File: config.mk
export PLATFORM = sky130hd
export DESIGN_NAME = div_seq_param
export DESIGN_NICKNAME = d
export VERILOG_FILES = /design/src/rtl/div_seq_param.sv
export SDC_FILE = /design/constraint.sdc
export NUM_CORES = 1
export LEC_CHECK = 0
export BUFFER_PORTS_ARGS = -buffer_cell sky130_fd_sc_hd__buf_2
export CAP_MARGIN = 20
export CORE_ASPECT_RATIO = 0.6
export CORE_MARGIN = 3
export CORE_UTILIZATION = 55
export DETAILED_ROUTE_END_ITERATION = 10
export GPL_ROUTABILITY_DRIVEN = 0
export PLACE_DENSITY_LB_ADDON = 0.2
export SYNTH_ARGS = -nofsm -noshare
export SYNTH_HDL_FRONTEND = slang
export SYNTH_SLANG_ARGS = --single-unit
File: constraint.sdc
create_clock -name clk -period 8.2 [get_ports clk]
set_input_delay 2.05 -clock clk [delete_from_list [all_inputs] [get_ports clk]]
set_output_delay 2.05 -clock clk [all_outputs]
set_load 0.05 [all_outputs]
File: src/rtl/div_seq_param.sv
// Multicycle restoring divider (signed/unsigned) producing quotient on lo and remainder on hi.
// Latency WIDTH+2 edges after acceptance (divide-by-zero short-cuts to DONE); start is ignored while busy.
module div_seq_param #(
  parameter int WIDTH     = 32,
  parameter bit SIGNED_EN = 1'b1
) (
  input  logic             clk,
  input  logic             reset,
  input  logic             start,
  input  logic             signed_mode,
  input  logic [WIDTH-1:0] x,
  input  logic [WIDTH-1:0] y,
  output logic             busy,
  output logic             done,
  output logic             div_zero,
  output logic             overflow,
  output logic [WIDTH-1:0] lo,
  output logic [WIDTH-1:0] hi
);

  localparam int CW = $clog2(WIDTH + 1);
  localparam logic [CW-1:0]    CNT_INIT = CW'(WIDTH);
  localparam logic [CW-1:0]    CNT_ONE  = CW'(1);
  localparam logic [WIDTH-1:0] MIN_VAL  = {1'b1, {(WIDTH-1){1'b0}}};

  typedef enum logic [2:0] {S_IDLE, S_SETUP, S_ITER, S_FIX, S_DONE} state_t;

  state_t state, state_nxt;

  logic [WIDTH-1:0] x_r, y_r, ymag, quo, rem;
  logic [CW-1:0]    cnt;
  logic             smode, neg_q, neg_r;

  // Sign extraction and magnitudes, only meaningful while in SETUP
  logic             sx, sy;
  logic [WIDTH-1:0] xmag, ymag_nxt;
  // One restoring step on the (WIDTH+1)-bit partial remainder
  logic [WIDTH:0]   rem_sh, trial;
  logic             trial_ok;

  always_comb begin
    sx       = smode & x_r[WIDTH-1];
    sy       = smode & y_r[WIDTH-1];
    xmag     = sx ? -x_r : x_r;
    ymag_nxt = sy ? -y_r : y_r;
    rem_sh   = {rem, quo[WIDTH-1]};
    trial    = rem_sh - {1'b0, ymag};
    trial_ok = ~trial[WIDTH];
  end

  always_ff @(posedge clk or posedge reset) begin
    if (reset) state <= S_IDLE;
    else       state <= state_nxt;
  end

  always_comb begin
    state_nxt = state;
    busy      = 1'b0;
    done      = 1'b0;
    case (state)
      S_IDLE:  if (start) state_nxt = S_SETUP;
      S_SETUP: begin
        busy      = 1'b1;
        state_nxt = (y_r == '0) ? S_DONE : S_ITER;
      end
      S_ITER: begin
        busy = 1'b1;
        if (cnt == CNT_ONE) state_nxt = S_FIX;
      end
      S_FIX: begin
        busy      = 1'b1;
        state_nxt = S_DONE;
      end
      S_DONE: begin
        done      = 1'b1;
        state_nxt = S_IDLE;
      end
      default: state_nxt = S_IDLE;
    endcase
  end

  // lo/hi are loaded on the edge entering DONE so they are valid alongside done
  always_ff @(posedge clk or posedge reset) begin
    if (reset) begin
      x_r      <= '0;
      y_r      <= '0;
      ymag     <= '0;
      quo      <= '0;
      rem      <= '0;
      cnt      <= '0;
      smode    <= 1'b0;
      neg_q    <= 1'b0;
      neg_r    <= 1'b0;
      div_zero <= 1'b0;
      overflow <= 1'b0;
      lo       <= '0;
      hi       <= '0;
    end else begin
      case (state)
        S_IDLE: begin
          if (start) begin
            x_r      <= x;
            y_r      <= y;
            smode    <= signed_mode & SIGNED_EN;
            div_zero <= 1'b0;
            overflow <= 1'b0;
          end
        end
        S_SETUP: begin
          quo      <= xmag;
          ymag     <= ymag_nxt;
          rem      <= '0;
          cnt      <= CNT_INIT;
          neg_q    <= sx ^ sy;
          neg_r    <= sx;
          overflow <= smode && (x_r == MIN_VAL) && (y_r == '1);
          if (y_r == '0) begin
            div_zero <= 1'b1;
            lo       <= '1;
            hi       <= x_r;
          end
        end
        S_ITER: begin
          rem <= trial_ok ? trial[WIDTH-1:0] : rem_sh[WIDTH-1:0];
          quo <= {quo[WIDTH-2:0], trial_ok};
          cnt <= cnt - CNT_ONE;
        end
        S_FIX: begin
          lo <= neg_q ? -quo : quo;
          hi <= neg_r ? -rem : rem;
        end
        default: ;
      endcase
    end
  end

endmodule

Word level (Yosys, flattened, before mapping)
Index checks and enable logic that the tools add are counted.
- add/sub/neg operators: 6
- equality and inequality tests: 10
- mux-type cells: 22
- bitwise gates (word level): 4
- reductions and logical operators: 13
- operator list (cell ; number):
    32-bit case mux with 2 select lines ; 4
    32-bit two-way mux ; 7
    32-bit negation ; 4
    32-bit == test, second input constant ; 2
    33-bit by 32-bit subtractor with 33-bit output ; 1
    32-bit logical NOT ; 1
    3-bit case mux with 4 select lines ; 1
    6-bit case mux with 2 select lines ; 1
    3-bit two-way mux ; 3
    2-bit AND reduction ; 4
    3-bit by 2-bit == test with 1-bit output, second input constant ; 2
    6-bit by 1-bit == test with 1-bit output, second input constant ; 1
    2-bit != test, second input constant ; 3
    2-bit nonzero test ; 3
    6-bit by 1-bit subtractor with 6-bit output, second input constant ; 1
    1-bit two-way mux ; 4
    1-bit case mux with 2 select lines ; 2
    3-bit by 1-bit == test with 1-bit output, second input constant ; 1
    3-bit == test, second input constant ; 1
    3-bit logical NOT ; 1
    3-bit AND reduction ; 1
    3-bit OR reduction ; 1
    1-bit bitwise AND ; 2
    1-bit logical AND ; 2
    other kinds (2) ; 2
- bits in registers: 238
- input port bits: 68
- output and inout bits: 68
- logic and storage cells: 69

Longest topological paths before layout
Gate-level depths: netlist (run 1).
- depth in word-level cells: 4
- depth in mapped cells: 14
- mapped depth without buffers: 12

Worst setup path after synthesis (run 1)
Ideal clock, no wire load.
- path kind: register to output
- start point: register state[0]
- end point: output port busy
- arrival: 1.586 ns
- data required time: 6.150 ns
- path slack: 4.564 ns
- cell stages (with the launch flop): 4
- buffers on the path: 1
- cells stage by stage: dfrtp_1 -> clkbuf_1 -> nor2_1 -> nor2_1
- cells in the longest elaborated chain, start to end: 3
- elaborated cells between the ends (all ways): 5
- classes of those cells: eq/ne (3); mux (1); reduce/logical (1)
- RTL lines (item ; RTL line ; text):
    start: declaration ; 28 ; state_t state, state_nxt;
    start signal: assignment ; 53 ; else state <= state_nxt;
    3-bit by 1-bit == test with 1-bit output or 3-bit by 2-bit == test with 1-bit output (tied branches) ; 60 ; case (state)
    3-bit OR reduction (no source line) (*) ; -- ;
    1-bit two-way mux (*) ; 60 ;
    end: declaration ; 13 ; output logic busy,
Mark *: on every way between the ends. The rest lies on a longest branch, timed or not.

Worst setup path after layout (run 1)
- start point: register state[1]
- end point: output port busy
Same word-level chain as after synthesis.

==> metrics.md, run 1 <==
| Metric | Value |
|---|---|
| Slew at the pin with the worst max-slew slack | `1.05 ns` |
| Worst Setup End Kind | `output port` |
| Worst skew pair latency | `about 0.55 ns` |
| Synth Area per Inst | `between 8 and 9 sq um` |
| Synth cell types | `74` |
| Setup Buffers After CTS | `0` |
| Clock skew | `about 0.023 ns` |
| Status | `complete, no violations` |
| CP startpoint kind | `flip-flop` |
| Critical Path RT | `approximately 6 ns` |
| CP max-delay cell | `dfrtp_1` |
| H-Tree Depth | `1` |
| Number of CTS-inserted buffers | `24` |
| Non-filler cells in the finished layout | `roughly 2k` |
| Crit path largest cell delay | `slightly above 1 ns` |
| Hold_buf cts | `0` |
| Peak Freq | `about 0.23 GHz` |
| Drt wl/cell | `between 20 and 25 microns` |
| TritonRoute pass-1 iters | `5` |
| Seq/Total Area, Yosys | `roughly 42%` |
| Clk sinks | `roughly 240` |
| Row count | `44` |
| Area growth from synthesis to layout | `11.9%` |
| Placed Cells incl. Taps | `between 1.5k and 2k` |
| Hold WC Path Type | `flip-flop to flip-flop` |
| Synth area leaders | `dfrtp_1, nand2_1, xor2_1` |
| FF+latch count, synth | `around 240` |
| Average via count per standard cell | `between 6 and 7` |
| Final slew viol count | `0` |
| Max-cap violations | `0` |
| Share of the synthesized area in the top cell type | `between 40 and 50%` |
| Synthesized instance count | `roughly 1.6k` |
| DR iter-0 viols | `around 1.4k` |
| Most frequent cells in the layout | `dfrtp_1, nand2_1, o21ai_0` |
| Initial Util | `57.3%` |
| IO Pins | `around 140` |
| Share of cells above drive strength 1 | `between 15 and 20%` |
| Final period util | `a little over half` |
| Mapped cell area | `between 10,000 and 15,000 sq um` |
| Top Family by Delay on Critical Path | `flip-flops` |
| Gr usage total | `29.0%` |
| ANT nets after route | `0` |
| Via count | `approximately 12k` |
| First-pass GRT wire length | `between 60 and 70 mm` |
| Post-synth EDFFs | `0` |
| Port bufs | `~140` |
| Post-synth top flop | `dfrtp_1` |
| Min cycle time layout | `~4.4 ns` |
| Commonest non-fill, non-tap cell in the layout | `dfrtp_1` |
| Post-synth ARST share | `100%` |
| Largest net degree at the start of global routing | `roughly 170` |
| Fin Setup TNS | `0 ns` |
| Die Span X | `around 210 microns` |
| Largest area contributor in the netlist | `dfrtp_1` |
| # resized after CTS | `0` |
| Core Region | `around 25,000 sq um` |
| Vias in the first global route | `11.4k` |
| Rel. slew slack | `29.8%` |
| Initial antenna violation count | `1` |
| Die Span Y | `130 microns` |
| # DRC | `0` |
| Post-DP HPWL | `29.0 mm` |
| RSZ-0062 raised after global routing | `no` |
| Worst path cell trace | `nor2_1, nor2_1, buf_4, buf_2` |
| Crit Path Max Fanout | `28` |
| Count of final setup violators | `0` |
| Syn_nets | `about 1.7k` |
| Global route overflow | `0` |
| CTS tree | `built` |
| Clock Path Buffers | `3` |
| Crit-path most repeated cell | `nor2_1` |
| Yosys Warn Count | `0` |
| Die area | `between 20,000 and 30,000 sq um` |
| Buf+Inv Stages, Crit Path | `2` |
| Final WL | `slightly above 40 mm` |
| Critical path class | `flip-flop to output port` |
| NumNets Final | `between 1.5k and 2k` |
| Clock-pin transition on the worst setup and hold timing paths | `roughly 0.07 ns` |
| Final Hold Fails | `0` |
| Critical Path AT | `roughly 2.3 ns` |
| Filler cell count | `approximately 2.1k` |
| Root Driver | `clkbuf_16` |
-- path summary, 6_finish.rpt --
| check | startpoint | end | slack [ns] | cells after the start |
|---|---|---|---|---|
| worst max-delay path | state[1]$_DFFE_PP0P_ | busy | 3.82 | 4 |
| worst max register to register | quo[31]$_DFFE_PP0P_ | rem[19]$_DFFE_PP0P_ | 4.28 | 13 |
| worst min register to register | hi[29]$_DFFE_PP0P_ | hi[29]$_DFFE_PP0P_ | 0.48 | 2 |
| worst min-delay path | hi[29]$_DFFE_PP0P_ | hi[29]$_DFFE_PP0P_ | 0.48 | 2 |
| min in group asynchronous | reset | hi[27]$_DFFE_PP0P_ | 1.64 | 2 |
| max in group asynchronous | reset | x_r[31]$_DFFE_PP0P_ | 5.15 | 3 |
-- sequential cells by signal, summed over array words and instances, names as in the netlist --
signal and count:
y_r 32, cnt 6, smode 1, div_zero 1, neg_q 1, state 3, rem 32, x_r 32
ymag 32, hi 32, overflow 1, lo 32, neg_r 1, quo 32
-- worst register-to-register path: cells and delay by family (launching register included) --
family          cells  cell delay [ns]
compound gates      7             1.90
fa+ha+maj           2             0.62
buf+inv             2             0.45
flops               1             0.37
simple gates        2             0.49
-- layer usage --
metal	track usage, %	share of wire [%]	up-vias
li1	-	-	5788
met1	46.6	48	6004
met2	38.7	39	560
met3	7.45	11	57
met4	5.63	1.9	0
met5	2.07	0	-
-- kinds of logic after synthesis --
kind of cell	after synthesis	synth area share (%)
AO/OA/AOI/OAI	448	19.7
XOR/XNOR	147	9.09
adder cells (fa/ha/maj)	40	3.59
buffers and inverters	157	4.29
flip-flops	238	42.0
multiplexers	66	5.17
AND/OR/NAND/NOR	486	16.1
-- synthesized netlist by cell type (all sizes together), types with 3 or more instances --
cell,n
dfrtp,238
nand2,192
o21ai,143
a21oi,132
nor2,128
clkbuf,83
xor2,82
xnor2,65
inv,59
mux2,58
ha,39
o31ai,31
nand3,28
nor3,25
a22oi,23
nand4,20
o211ai,20
nor4,18
o41ai,16
a221o,15
buf,15
nand2b,14
a31oi,11
nor2b,10
o22ai,10
or4,10
and2,9
and3,8
mux2i,8
a21o,7
nand3b,7
a211oi,6
o21bai,5
nor4b,4
o311ai,4
or3,4
a311o,3
a32o,3
a41oi,3
nor3b,3
o21a,3
-- final cells by class --
cell class              count  area [sq um]  area share (%)
flip-flops and latches    238          5960            37.6
well taps                 322           403            2.54
clock inverters            11           103           0.647
diodes                      1          2.50          0.0158
inverters                  59           225            1.42
clock buffers              33           694            4.38
repair buffers            151           836            5.27
multi-input cells        1187          7640            48.2
-- stage by stage --
stage	setup slack, ns	cell area (sq um)	hold slack [ns]	util, %
floorplan	3.03	14200	0.447	-
global placement	4.32	15000	0.458	60.7
detailed placement	4.12	15000	0.468	60.7
CTS	3.85	15800	0.482	64.0
global route	3.70	15900	0.499	64.1
finish	3.82	15900	0.478	64.2
Power of run 1 is not shown: default switching activity piles up to over one toggle a cycle in this logic, so the estimate is an artifact.
==> inputs of run 2 (changes only) <==
- clock period: 8.2 -> 3.8 ns (I/O delays scaled with it)
==> metrics.md, run 2 (synthesis results as in run 1) <==
| Metric | Value |
|---|---|
| # DRC | `0 (unchanged)` |
| Clock Path Buffers | `3 (unchanged)` |
| CP max-delay cell | `o41ai_4` |
| Number of CTS-inserted buffers | `24 (unchanged)` |
| Critical Path AT | `4.09 ns (+1.76 ns)` |
| Clock skew | `0.0150 ns (-0.00752 ns)` |
| Drt wl/cell | `20.2 microns (-0.13%)` |
| Initial Util | `57.3% (unchanged)` |
| Buf+Inv Stages, Crit Path | `1 (-1)` |
| Final WL | `40.8 mm (+0.57%)` |
| Die Span X | `213 microns (unchanged)` |
| Critical Path RT | `4.22 ns (-1.93 ns)` |
| # diodes | `0 (-1)` |
| Hold WC Path Type | `flip-flop to flip-flop` |
| First-pass GRT wire length | `65.8 mm (+3.1%)` |
| Worst path cell trace | `ha_1, a21o_1, or3_1, o21ba_2, a41o_1, a21oi_1, a211oi_2, o41ai_4, nor2_2, buf_12, a221o_1` |
| Critical path class | `flip-flop to flip-flop` |
| Top Family by Delay on Critical Path | `compound AO/OA/AOI/OAI gates` |
| Setup Buffers After CTS | `0 (unchanged)` |
| Fin Setup TNS | `0 ns (unchanged)` |
| Root Driver | `clkbuf_16` |
| TritonRoute pass-1 iters | `7 (+2)` |
| Worst r2r src | `rem[4]$_DFFE_PP0P_` |
| NumNets Final | `1,787 (+1.0%)` |
| Final period util | `a little over nine tenths` |
| Worst Setup End Kind | `flip-flop` |
| Worst skew pair latency | `0.54 ns (about the same)` |
| Row count | `44 (unchanged)` |
| Final Hold Fails | `0 (unchanged)` |
| Rel. slew slack | `28.2% (-1.6 points)` |
| Crit path largest cell delay | `0.57 ns (-0.46 ns)` |
| Count of final setup violators | `0 (unchanged)` |
| Post-DP HPWL | `30.2 mm (+4.1%)` |
| Slew at the pin with the worst max-slew slack | `1.08 ns (+0.0239 ns)` |
| Largest net degree at the start of global routing | `61 (-64%)` |
| CTS tree | `built` |
| Global route overflow | `0 (unchanged)` |
| Die Span Y | `130 microns (unchanged)` |
| Status | `complete, no violations` |
| Clock-pin transition on the worst setup and hold timing paths | `0.06 ns (about the same)` |
| Critical Path Start | `rem[4]$_DFFE_PP0P_` |
| H-Tree Depth | `1 (unchanged)` |
| Core Region | `24,700 sq um (unchanged)` |
| Gr usage total | `30.0% (+1.0 points)` |
| Share of cells above drive strength 1 | `17.1% (+0.68 points)` |
| Max-cap violations | `0 (unchanged)` |
| Hold_sp | `cnt[4]$_DFFE_PP0P_` |
| RSZ-0062 raised after global routing | `no` |
| DR iter-0 viols | `1,225 (-11%)` |
| IO Pins | `136 (unchanged)` |
| Peak Freq | `roughly 0.27 GHz` |
| CP startpoint kind | `flip-flop` |
| Commonest non-fill, non-tap cell in the layout | `dfrtp_1` |
| Average via count per standard cell | `6.21 (+0.18%)` |
| ANT nets after route | `0 (unchanged)` |
| Min cycle time layout | `3.67 ns` |
| Die area | `27,800 sq um (unchanged)` |
| Initial antenna violation count | `0 (-1)` |
| Crit Path Max Fanout | `24 (-14%)` |
| Vias in the first global route | `11.9k (+3.9%)` |
| Area growth from synthesis to layout | `12.9%` |
| Port bufs | `135 (unchanged)` |
| Final slew viol count | `0 (unchanged)` |
| Most frequent cells in the layout | `dfrtp_1, nand2_1, o21ai_0` |
| Via count | `12.5k (+0.88%)` |
| Clk sinks | `238 (unchanged)` |
-- run 2: cell types whose count changed in the layout (fill, tap and decap cells not counted), moves of 2 or more --
cell,before,now
clkbuf_1,3,5
buf_4,13,28
clkinvlp_4,4,2
buf_12,1,6
clkinv_2,5,3
-- run 2: final timing paths --
kind | to | slack (ns) | depth (start not counted)
max reg2reg | rem[25]$_DFFE_PP0P_ | 0.13 | 11
min in group asynchronous | rem[24]$_DFFE_PP0P_ | 0.57 | 2
min reg2reg | cnt[4]$_DFFE_PP0P_ | 0.48 | 1
min | cnt[4]$_DFFE_PP0P_ | 0.48 | 1
max | rem[25]$_DFFE_PP0P_ | 0.13 | 11
max in group asynchronous | x_r[5]$_DFFE_PP0P_ | 2.50 | 3
-- run 2: repair_timing --
action	CTS	global route
resized for setup	0	1
endpoints found under the setup margin	0	6
hold buffers	0	0
-- run 2: final cells by class --
type                       count  area, sq um
clock inverter                 6         68.8
sequential                   238         5960
fill                        2041         8720
inverter                      59          225
clock buffer                  35          702
multi-input combinational   1187         7640
tap                          322          403
timing repair buffer         169         1010
-- run 2: per-layer routing --
| layer | track usage [%] | vias up | share of wire [%] |
|---|---|---|---|
| met5 | 0 | - | 0 |
| met4 | 5.75 | 0 | 1.6 |
| met3 | 10.3 | 57 | 12 |
| met2 | 40.2 | 571 | 39 |
| met1 | 46.6 | 6069 | 47 |
| li1 | - | 5821 | - |
-- run 2: per-stage QoR --
stage / area, sq um / worst slack [ns] / utilization (%) / hold slack [ns] / std cells
6_report: 16000 / 0.126 / 64.7 / 0.478 / 2016
5_1_grt: 16000 / 0.0458 / 64.7 / 0.508 / 2016
4_1_cts: 16000 / 0.192 / 64.7 / 0.479 / 2016
3_5_place_dp: 15200 / 0.247 / 61.6 / 0.470 / 1975
3_3_place_gp: 15200 / 0.360 / 61.6 / 0.459 / 1975
2_1_floorplan: 14200 / -0.270 / - / 0.447 / 1582
-- run 2: worst reg2reg max path: stages, from the launching register on --
cell and delay (ns):
dfrtp_1 0.47, ha_1 0.39, a21o_1 0.22, or3_1 0.34
o21ba_2 0.26, a41o_1 0.30, a21oi_1 0.22, a211oi_2 0.14
o41ai_4 0.57, nor2_2 0.10, buf_12 0.19, a221o_1 0.33
Power of run 2 is left out for the same reason.
==> inputs of run 3 (changes only) <==
- RECOVER_POWER: unset -> 100
==> metrics.md, run 3 (synthesis results as in run 1) <==
| Metric | Value |
|---|---|
| Placed Cells incl. Taps | `1,975 (unchanged)` |
| Hold Crit Endpoint | `cnt[4]$_DFFE_PP0P_` |
| CP startpoint kind | `flip-flop` |
| Worst r2r src | `rem[4]$_DFFE_PP0P_` |
| Final WL | `40.9 mm (+0.32%)` |
| Initial antenna violation count | `0 (unchanged)` |
| Count of final setup violators | `0 (unchanged)` |
| Number of CTS-inserted buffers | `24 (unchanged)` |
| Via count | `12.6k (+0.34%)` |
| Min cycle time layout | `3.65 ns (-0.0278 ns)` |
| Clock Path Buffers | `3 (unchanged)` |
| Setup Buffers After CTS | `0 (unchanged)` |
| Post-DP HPWL | `30.2 mm (unchanged)` |
| ANT nets after route | `0 (unchanged)` |
| Drt wl/cell | `20.3 microns (+0.32%)` |
| Commonest non-fill, non-tap cell in the layout | `dfrtp_1` |
| Peak Freq | `0.274 GHz (+0.76%)` |
| Fin Setup TNS | `0 ns (unchanged)` |
| Reg-to-reg slack, setup | `0.15 ns (+0.03 ns)` |
| Buf+Inv Stages, Crit Path | `1 (unchanged)` |
| Area growth from synthesis to layout | `11.4%` |
| Worst Setup End Kind | `flip-flop` |
| Root Driver | `clkbuf_16` |
| Average via count per standard cell | `6.23 (+0.34%)` |
| Die Span X | `213 microns (unchanged)` |
| IO Pins | `136 (unchanged)` |
| Failing checks | `max-capacitance violations, max-slew violations` |
| Gr usage total | `30.0% (unchanged)` |
| Rel. slew slack | `-25.5% (-54 points)` |
| CTS tree | `built` |
| Hold_buf cts | `0 (unchanged)` |
| Reg2reg end | `rem[25]$_DFFE_PP0P_` |
| Max-cap violations | `4 (+4)` |
| # DRC | `0 (unchanged)` |
| Crit Path Max Fanout | `24 (unchanged)` |
| Die Span Y | `130 microns (unchanged)` |
| NumNets Final | `1,787 (unchanged)` |
| Critical Path AT | `4.06 ns (-0.03 ns)` |
| First-pass GRT wire length | `65.8 mm (unchanged)` |
| RSZ-0062 raised after global routing | `no` |
| Critical path class | `flip-flop to flip-flop` |
| Reg2reg path depth | `11 (unchanged)` |
| Global route overflow | `0 (unchanged)` |
| Top Family by Delay on Critical Path | `compound AO/OA/AOI/OAI gates` |
| Worst path cell trace | `ha_1, a21o_1, or3_1, o21ba_1, a41o_1, a21oi_1, a211oi_2, o41ai_4, nor2_2, buf_12, a221o_1` |
| Worst skew pair latency | `0.55 ns (about the same)` |
| Clk sinks | `238 (unchanged)` |
| Vias in the first global route | `11.9k (unchanged)` |
| Share of cells above drive strength 1 | `12.2% (-4.9 points)` |
| H-Tree Depth | `1 (unchanged)` |
| TritonRoute pass-1 iters | `6 (-1)` |
| Most frequent cells in the layout | `dfrtp_1, nand2_1, o21ai_0` |
| Final slew viol count | `144 (+144)` |
| Port bufs | `135 (unchanged)` |
| Final period util | `96.0% (-0.73 points)` |
| Critical Path RT | `4.21 ns (about the same)` |
| Hold_sp | `cnt[4]$_DFFE_PP0P_` |
| CP max-delay cell | `o41ai_4` |
| Hold WC Path Type | `flip-flop to flip-flop` |
| # diodes | `0 (unchanged)` |
| Clock-pin transition on the worst setup and hold timing paths | `0.06 ns (about the same)` |
| Final Hold Fails | `0 (unchanged)` |
| Row count | `44 (unchanged)` |
| DR iter-0 viols | `1,250 (+2.0%)` |
| Non-filler cells in the finished layout | `2,016 (unchanged)` |
| Die area | `27,800 sq um (unchanged)` |
| Initial Util | `57.3% (unchanged)` |
| Crit path largest cell delay | `0.54 ns (-0.03 ns)` |
| Hold path cells | `1 (unchanged)` |
| Status | `complete, but fails checks` |
| Clock skew | `0.0185 ns (+0.00348 ns)` |
| Largest net degree at the start of global routing | `61 (unchanged)` |
| Slew at the pin with the worst max-slew slack | `1.88 ns (+0.805 ns)` |
| Core Region | `24,700 sq um (unchanged)` |
run 3: changes by cell type in the layout (fill, tap and decap cells not counted), sizes merged:
cell          change
buf              -84
clkbuf           +83
dlymetal6s4s      +1
run 3: layer usage:
layer	track usage (%)	wire (microns)
met2	40.2	16100
met1	46.6	19000
met4	5.75	659
met3	10.3	5170
met5	0	0
run 3: worst register-to-register path: cells and delay by family (launching register included):
family,cells,cell delay [ns]
and+or+nand+nor,2,0.45
DFF,1,0.47
adders and majority gates,1,0.39
buffers and inverters,1,0.19
AOI/OAI and AO/OA,7,2.01
run 3: final cells by class:
class,instances,area (sq um)
fill,2112,8930
multi-input combinational,1187,7610
sequential,238,5960
timing repair buffer,169,817
clock buffer,35,702
tap,322,403
inverter,59,223
clock inverter,6,68.8
run 3: stage by stage:
step                hold WS (ns)  util, %  worst slack (ns)  area (sq um)
CTS                        0.479     64.7             0.192         16000
detailed placement         0.470     61.6             0.247         15200
global route               0.508     63.9            0.0358         15800
global placement           0.459     61.6             0.360         15200
floorplan                  0.447        -            -0.270         14200
finish                     0.476     63.9             0.154         15800
run 3: repair_timing:
| action | 4_1_cts | 5_1_grt |
|---|---|---|
| gates resized for setup | 0 | 1 |
| setup endpoints to repair | 0 | 6 |
| hold endpoints to repair | 0 | 0 |
run 3: how the worst max path moves through the flow:
stage / from / endpoint / slack [ns] / depth (start not counted)
finish: rem[4]$_DFFE_PP0P_ / rem[25]$_DFFE_PP0P_ / 0.15 / 11
global placement: quo[31]$_DFFE_PP0P_ / rem[0]$_DFFE_PP0P_ / 0.36 / 13
detailed placement: quo[31]$_DFFE_PP0P_ / rem[4]$_DFFE_PP0P_ / 0.25 / 13
floorplan: reset / cnt[0]$_DFFE_PP0P_ / -0.27 / 1
global route: rem[4]$_DFFE_PP0P_ / rem[20]$_DFFE_PP0P_ / 0.04 / 11
CTS: quo[31]$_DFFE_PP0P_ / rem[4]$_DFFE_PP0P_ / 0.19 / 13
Power of run 3 is left out for the same reason.
